## src/rtl/service_4_led_pattern_gen.sv

```systemverilog
// Target-pattern source for the alarm-off minigame: draws sparse pseudo-random LED
// patterns from a Galois LFSR, holds them while matched and redraws them on timeout.
module service_4_led_pattern_gen #(
    parameter int          WIDTH     = 10,
    parameter logic [15:0] SEED      = 16'hACE1,
    parameter int          MAX_ONES  = 4,
    parameter int          TIMEOUT   = 100_000_000,
    parameter int          MAX_TRIES = 15
) (
    input  logic             clk,
    input  logic             resetn,
    input  logic [2:0]       alarm_state,
    input  logic [WIDTH-1:0] SPDTs,
    output logic [WIDTH-1:0] random_led,
    output logic             pattern_valid,
    output logic             matched,
    output logic             redraw_pulse
);

    localparam logic [1:0] S_IDLE = 2'b00;
    localparam logic [1:0] S_DRAW = 2'b01;
    localparam logic [1:0] S_SHOW = 2'b10;
    localparam logic [1:0] S_LOCK = 2'b11;
    localparam logic [2:0] GAME_STATE = 3'b100;
    localparam int CW = $clog2(WIDTH + 1);

    logic [15:0]      lfsr_reg, lfsr_next;
    logic [1:0]       state_reg, state_next;
    logic [WIDTH-1:0] led_reg, led_next;
    logic [WIDTH-1:0] last_reg, last_next;
    logic [3:0]       tries_reg, tries_next;
    logic [31:0]      timer_reg, timer_next;
    logic             pulse_reg, pulse_next;

    logic [WIDTH-1:0] cand;
    logic [WIDTH-1:0] fallback;
    logic [WIDTH-1:0] pick;
    logic [CW-1:0]    ones;
    logic             cand_ok;
    logic             active;

    assign lfsr_next = lfsr_reg[0] ? ((lfsr_reg >> 1) ^ 16'hB400) : (lfsr_reg >> 1);
    assign cand      = lfsr_reg[WIDTH-1:0];
    assign active    = (alarm_state == GAME_STATE);

    always_comb begin
        ones = '0;
        for (int i = 0; i < WIDTH; i++) begin
            ones = ones + CW'(cand[i]);
        end
    end

    // Rotating the last pattern keeps its sparsity and guarantees a different target.
    assign fallback = (last_reg != '0) ? {last_reg[WIDTH-2:0], last_reg[WIDTH-1]}
                                       : {{(WIDTH-1){1'b0}}, 1'b1};
    assign cand_ok  = (cand != '0) && (ones <= CW'(MAX_ONES)) && (cand != last_reg);
    assign pick     = cand_ok ? cand : fallback;

    always_comb begin
        state_next = state_reg;
        led_next   = led_reg;
        last_next  = last_reg;
        tries_next = tries_reg;
        timer_next = timer_reg;
        pulse_next = 1'b0;
        if (state_reg != S_IDLE && !active) begin
            state_next = S_IDLE;
            led_next   = '0;
            tries_next = '0;
        end else begin
            case (state_reg)
                S_IDLE: begin
                    if (active) state_next = S_DRAW;
                end
                S_DRAW: begin
                    if (cand_ok || tries_reg == 4'(MAX_TRIES)) begin
                        led_next   = pick;
                        last_next  = pick;
                        timer_next = '0;
                        tries_next = '0;
                        state_next = S_SHOW;
                    end else begin
                        tries_next = tries_reg + 4'd1;
                    end
                end
                S_SHOW: begin
                    if (SPDTs == led_reg) begin
                        state_next = S_LOCK;
                    end else if (timer_reg == 32'(TIMEOUT - 1)) begin
                        state_next = S_DRAW;
                        pulse_next = 1'b1;
                    end else begin
                        timer_next = timer_reg + 32'd1;
                    end
                end
                default: begin
                    if (SPDTs != led_reg) begin
                        state_next = S_SHOW;
                        timer_next = '0;
                    end
                end
            endcase
        end
    end

    always_ff @(posedge clk or negedge resetn) begin
        if (!resetn) begin
            lfsr_reg  <= SEED;
            state_reg <= S_IDLE;
            led_reg   <= '0;
            last_reg  <= '0;
            tries_reg <= '0;
            timer_reg <= '0;
            pulse_reg <= 1'b0;
        end else begin
            lfsr_reg  <= lfsr_next;
            state_reg <= state_next;
            led_reg   <= led_next;
            last_reg  <= last_next;
            tries_reg <= tries_next;
            timer_reg <= timer_next;
            pulse_reg <= pulse_next;
        end
    end

    assign random_led    = led_reg;
    assign pattern_valid = (state_reg == S_SHOW) || (state_reg == S_LOCK);
    assign matched       = (state_reg == S_LOCK);
    assign redraw_pulse  = pulse_reg;

endmodule

```

## config.mk

```make
export PLATFORM = sky130hd
export DESIGN_NAME = service_4_led_pattern_gen
export DESIGN_NICKNAME = d
export VERILOG_FILES = /design/src/rtl/service_4_led_pattern_gen.sv
export SDC_FILE = /design/constraint.sdc
export NUM_CORES = 1
export LEC_CHECK = 0
export ABC_CLOCK_PERIOD_IN_PS = 6100
export CORE_MARGIN = 2
export CORE_UTILIZATION = 40
export CTS_BUF_LIST = sky130_fd_sc_hd__clkbuf_8 sky130_fd_sc_hd__clkbuf_16
export CTS_CLUSTER_SIZE = 16
export DETAILED_ROUTE_END_ITERATION = 10
export PLACE_DENSITY = 0.55
export SETUP_SLACK_MARGIN = 0.05
export SYNTH_ARGS = -nofsm -noshare
export SYNTH_HDL_FRONTEND = slang
export SYNTH_SLANG_ARGS = --single-unit
export TNS_END_PERCENT = 50
```

## constraint.sdc

```tcl
create_clock -name clk -period 6.1 [get_ports clk]
set_clock_uncertainty 0.05 [all_clocks]
set_input_delay 0.61 -clock clk [delete_from_list [all_inputs] [get_ports clk]]
set_output_delay 0.61 -clock clk [all_outputs]
set_load 0.01 [all_outputs]
```

==> flow_summary.json, run 1 <==
{
  "status": "completed",
  "setup_viol_count_final": 0,
  "ys_types": 54,
  "synth_top_area_frac": 0.379,
  "final_nets": 496,
  "largest_reg_flops": 32,
  "synth_cells": 451,
  "async_flop_share": 1.00,
  "fmax_ghz": 0.204,
  "antenna_cells": 0,
  "yosysTopAreaCell": "dfrtp_1",
  "seq_area_frac_synth": 0.427,
  "via_per_inst": 5.99,
  "r2r_slack_ns": 1.19,
  "max_slew.worst_pin.slew_ns": 0.988,
  "path_max_fanout": 21,
  "rows": 38,
  "grt_pass1_wl_um": 19100,
  "critPathMaxStageDelay_ns": 0.71,
  "crit_path_top_delay_cell": "or3_1",
  "clk_latency_ns": 0.36,
  "pre_cts_slack_ns": 1.13,
  "die_area_um2": 11900,
  "yosys.area_share.simple": 0.184,
  "syn_avg_cell_area_um2": 9.81,
  "die_y_um": 109,
  "synthFlopType": "dfrtp_1",
  "clock-sinks": 75,
  "first_iter_violations": 249,
  "critical-path-top-delay-family": "adder cells",
  "ctsResizeCount": 0,
  "start_util": 0.410,
  "report.final.slew_viol_count": 0,
  "critPathArrivalTime_ns": 5.10,
  "grt_pass1_vias": 3767,
  "rsz0062_at_grt": "no",
  "synthAdderAreaFrac": 0.0526,
  "critical_path.cell_chain": "fa_1 > fa_1 > inv_1 > fa_1 > inv_1 > ha_1 > inv_1 > fa_1 > inv_1 > o21ai_0 > o211ai_1 > o211a_1 > or3_1 > o41ai_1",
  "start_kind": "flop",
  "num_vias": 3662,
  "hold_class": "in -> async",
  "hpwl_um": 7730,
  "route.detailed.drc": 0,
  "required_ns": 6.29,
  "cp-end-kind": "flop",
  "synth-seq-cells": 75,
  "p_sw_frac": 0.381,
  "wl_um": 11300,
  "power_per_cell_area_nw_per_um2": 296,
  "ctsHoldBuffers": 0,
  "cap_violations": 0,
  "period_minus_slack_ns": 4.91,
  "overflow": 0,
  "slew_headroom": 0.341,
  "htreeDepth": 3,
  "synth_top_family_by_area": "compound AO/OA/AOI/OAI gates",
  "finish.utilization": 0.463,
  "final_area_um2": 5000,
  "irDropWorstVdd_mv": 0.186,
  "io_pins": 28,
  "cts_tree": "done",
  "antenna_found_initial": 0,
  "p_leak_nw": 2.16,
  "port_buffers": 27,
  "synth.area.top_cells": "dfrtp_1 38%, o41ai_1 5.1%, dfstp_2 4.8%",
  "num-fill-cells": 999,
  "synth_compound_area_frac": 0.190,
  "ys_top_cells_by_count": "67 x dfrtp_1, 32 x inv_1, 26 x nand2_1, 26 x o41ai_1, 21 x a21oi_1",
  "clkSlewWorstSetupHoldPaths_ns": 0.09,
  "firstDrtPassIters": 4,
  "finalWeightedCongestion": 0.876,
  "switching_power_w": 0.000563,
  "syn_area_um2": 4420,
  "grt_max_degree": 76,
  "finalCritPeriodShare": 0.805,
  "setup_slack_ns": 1.19,
  "tns_ns": 0,
  "cts_buffer_depth": 2,
  "path_buf_inv": 4,
  "gr-usage-all-layers": 0.209,
  "clock_power_share": 0.308,
  "wl_per_cell_um": 18.4,
  "post_cts_buffers": 0,
  "placed_area_um2": 4760,
  "coreArea_um2": 10800,
  "syn-num-nets": 481,
  "ant_nets": 0,
  "synth_enable_flop_cells": 0,
  "clockRootBuffer": "clkbuf_8",
  "hold_viol": 0,
  "pwr-share-comb": 0.310,
  "ys_warn_count": 0,
  "worst-setup-path-type": "reg -> reg",
  "die-width_um": 109,
  "yosysMostFrequentCell": "dfrtp_1",
  "area_delta_synth_final_pct": 13.0,
  "p_int_w": 0.000916,
  "numCtsBuffers": 9,
  "seq_power_share": 0.382,
  "synth.area.mux_share": 0.0407,
  "drive_gt1_frac": 0.0828,
  "synth_xor_area_frac": 0.0475
}
## cells in the final DEF, fill, tap and decap left out, drive strengths merged, types with 3 or more instances in the layout
cell type / instances
nor4: 9
o41ai: 26
clkbuf: 10
nand2: 26
or2: 3
clkdlybuf4s50: 26
o21ai: 21
xor2: 14
mux2i: 18
nand4: 17
xnor2: 10
or3: 3
a21oi: 22
nor4b: 9
nand3b: 3
nor3: 15
o31ai: 17
and2: 3
buf: 5
a41oi: 3
inv: 34
or4: 3
and3: 9
fa: 6
o22a: 7
nand3: 19
dfrtp: 67
ha: 9
dfstp: 8
and4: 3
a31oi: 10
nor2: 14
## per-layer routing
layer  global-route usage  part of all wire  wire [µm]
met1                0.285              0.47       5290
met2                0.334              0.47       5330
met3               0.0323             0.041        463
met4               0.0806             0.016        182
met5                    0                 0          0
## cells by family after synthesis
| family | count (synthesis) |
|---|---|
| buffers and inverters | 59 |
| muxes | 18 |
| xor gates and xnor gates | 24 |
| DFF | 75 |
| adders and majority gates | 15 |
| AOI/OAI and AO/OA | 119 |
| and+or+nand+nor | 141 |
## area by class of cell
cell class	count	area (µm²)	share of cell area
clock buffer	10	138	0.0275
clock inverter	6	95.1	0.0190
inverter	32	120	0.0240
multi-input combinational	317	2280	0.457
sequential	75	1890	0.378
tap	140	175	0.0351
timing repair buffer	31	298	0.0596
## power by group through the flow
| stage | Sequential (W) | Clock [W] | Combinational, W |
|---|---|---|---|
| finish | 0.000565 | 0.000455 | 0.000459 |
| global route | 0.000570 | 0.000481 | 0.000520 |
| CTS | 0.000564 | 0.000464 | 0.000464 |
| detailed placement | 0.000573 | 0 | 0.000463 |
| global placement | 0.000572 | 0 | 0.000457 |
| floorplan | 0.000566 | 0 | 0.000324 |
## final timing paths
kind                              start             to  cells past startpoint
min                              resetn   redraw_pulse                      1
max in group asynchronous        resetn   timer_reg[4]                      1
min reg2reg                lfsr_reg[12]   lfsr_reg[11]                      0
min in group clk           lfsr_reg[12]   lfsr_reg[11]                      0
max reg2reg                 lfsr_reg[0]  timer_reg[27]                     14
max                         lfsr_reg[0]  timer_reg[27]                     14
## per-stage QoR
stage	total power [W]	std cells	hold slack, ns
after CTS	0.00149	611	0.309
after floorplan	0.000890	451	0.264
final	0.00148	611	0.302
after detailed placement	0.00104	595	0.295
after global routing	0.00157	611	0.311
after global placement	0.00103	595	0.286
Note: power is estimated with default switching activity, not from simulation.
==> run 2: changes to the inputs <==
- ABC_CLOCK_PERIOD_IN_PS: 6100 -> 4600
- clock period: 6.1 -> 4.6 ns (I/O delays scaled with it)
==> flow_summary.json, run 2 (synthesis results as in run 1) <==
{
  "report.final.slew_viol_count": 0,
  "power_per_cell_area_nw_per_um2": 385,
  "rows": 38,
  "die_area_um2": 11900,
  "antenna_found_initial": 0,
  "num_vias": 3696,
  "max_slew.worst_pin.slew_ns": 0.980,
  "grt_max_degree": 76,
  "io_pins": 28,
  "tns_ns": 0,
  "firstDrtPassIters": 5,
  "finalWeightedCongestion": 0.887,
  "finalCritPeriodShare": 0.951,
  "hold_viol": 0,
  "period_minus_slack_ns": 4.37,
  "wl_per_cell_um": 19.1,
  "mostFrequentLayoutCells": "66 x dfrtp_1, 32 x inv_1, 26 x clkdlybuf4s50_1",
  "cp-end-kind": "flop",
  "clockRootBuffer": "clkbuf_8",
  "drive_gt1_frac": 0.127,
  "fmax_ghz": 0.229,
  "route.detailed.drc": 0,
  "port_buffers": 27,
  "irDropWorstVdd_mv": 0.203,
  "final_nets": 507,
  "gr-usage-all-layers": 0.216,
  "largest_reg_flops": 32,
  "grt_pass1_wl_um": 19600,
  "worst-setup-path-type": "reg -> reg",
  "path_max_fanout": 21,
  "cts_tree": "done",
  "htreeDepth": 3,
  "clkSlewWorstSetupHoldPaths_ns": 0.08,
  "coreArea_um2": 10800,
  "wl_um": 11900,
  "antenna_cells": 0,
  "cap_violations": 0,
  "start_kind": "flop",
  "setup_viol_count_final": 0,
  "first_iter_violations": 243,
  "die-width_um": 109,
  "ant_nets": 0,
  "clk_latency_ns": 0.37,
  "overflow": 0,
  "rsz0062_at_grt": "yes",
  "status": "completed",
  "via_per_inst": 5.94,
  "cts_buffer_depth": 2,
  "clock-sinks": 75,
  "die_y_um": 109,
  "critPathArrivalTime_ns": 4.59,
  "p_leak_nw": 2.23,
  "numCtsBuffers": 9,
  "hold_slack_ns": 0.187,
  "layout_commonest_cell": "dfrtp_1",
  "hpwl_um": 8160,
  "num-fill-cells": 1048,
  "required_ns": 4.82,
  "slew_headroom": 0.347,
  "area_delta_synth_final_pct": 16.4,
  "grt_pass1_vias": 3701,
  "start_util": 0.410,
  "hold_class": "in -> async",
  "ctsHoldBuffers": 0
}
==> run 2: final cells by class <==
class | instances | area [µm²] | area share
multi-input combinational | 317 | 2350 | 0.456
clock buffer | 9 | 124 | 0.0241
inverter | 32 | 120 | 0.0233
timing repair buffer | 42 | 393 | 0.0763
tap | 140 | 175 | 0.0340
clock inverter | 7 | 100 | 0.0195
sequential | 75 | 1890 | 0.367
==> run 2: worst paths after layout <==
check                                end          from  cells past startpoint  slack, ns
setup / recovery           timer_reg[27]   lfsr_reg[0]                     15       0.23
hold / removal             timer_reg[10]        resetn                      1       0.19
setup reg to reg           timer_reg[27]   lfsr_reg[0]                     15       0.23
hold reg to reg             lfsr_reg[11]  lfsr_reg[12]                      0       0.31
max in group asynchronous    lfsr_reg[1]        resetn                      1       3.61
min in group clk            lfsr_reg[11]  lfsr_reg[12]                      0       0.31
==> run 2: worst max-delay path, stage by stage, from the launching register on <==
cell and delay, ns:
dfstp_2 0.54, fa_1 0.43, fa_1 0.53, inv_1 0.06, fa_1 0.44, inv_1 0.08
ha_1 0.16, inv_1 0.05, fa_1 0.47, inv_1 0.04, o21ai_0 0.14, o211ai_1 0.14
o211a_1 0.26, or3_4 0.40, buf_12 0.17, o41ai_1 0.29
==> run 2: through the flow <==
stage	worst slack (ns)	cells	instance area [µm²]	power (W)	utilization
after floorplan	0.348	451	4420	0.00118	-
after global placement	0.220	605	4840	0.00138	0.448
after detailed placement	0.0477	605	4840	0.00138	0.448
after CTS	0.0902	621	5070	0.00198	0.470
after global routing	0.0302	622	5150	0.00209	0.477
final	0.225	622	5150	0.00198	0.477
==> run 2: repair_timing <==
action	CTS	global route
pin swaps	0	2
resized for setup	1	13
cloned	0	0
setup endpoints to repair	8	38
buffers inserted	0	1
==> run 2: layer usage <==
metal,part of all wire,GRT usage
met1,0.44,0.277
met2,0.50,0.368
met3,0.043,0.0329
met4,0.017,0.0815
met5,0,0
==> run 2: power by group <==
part           leakage (nW)  switching (W)  internal [W]  total (W)
Sequential            0.956      0.0000470      0.000700   0.000747
Clock                 0.102       0.000277      0.000309   0.000586
Combinational          1.17       0.000437      0.000210   0.000647
Total                  2.23       0.000761       0.00122    0.00198
==> run 3: changes to the inputs <==
- ABC_CLOCK_PERIOD_IN_PS: 4600 -> unset
==> results of run 3 <==
The final DEF is identical to that of run 2; final timing and power are the same.
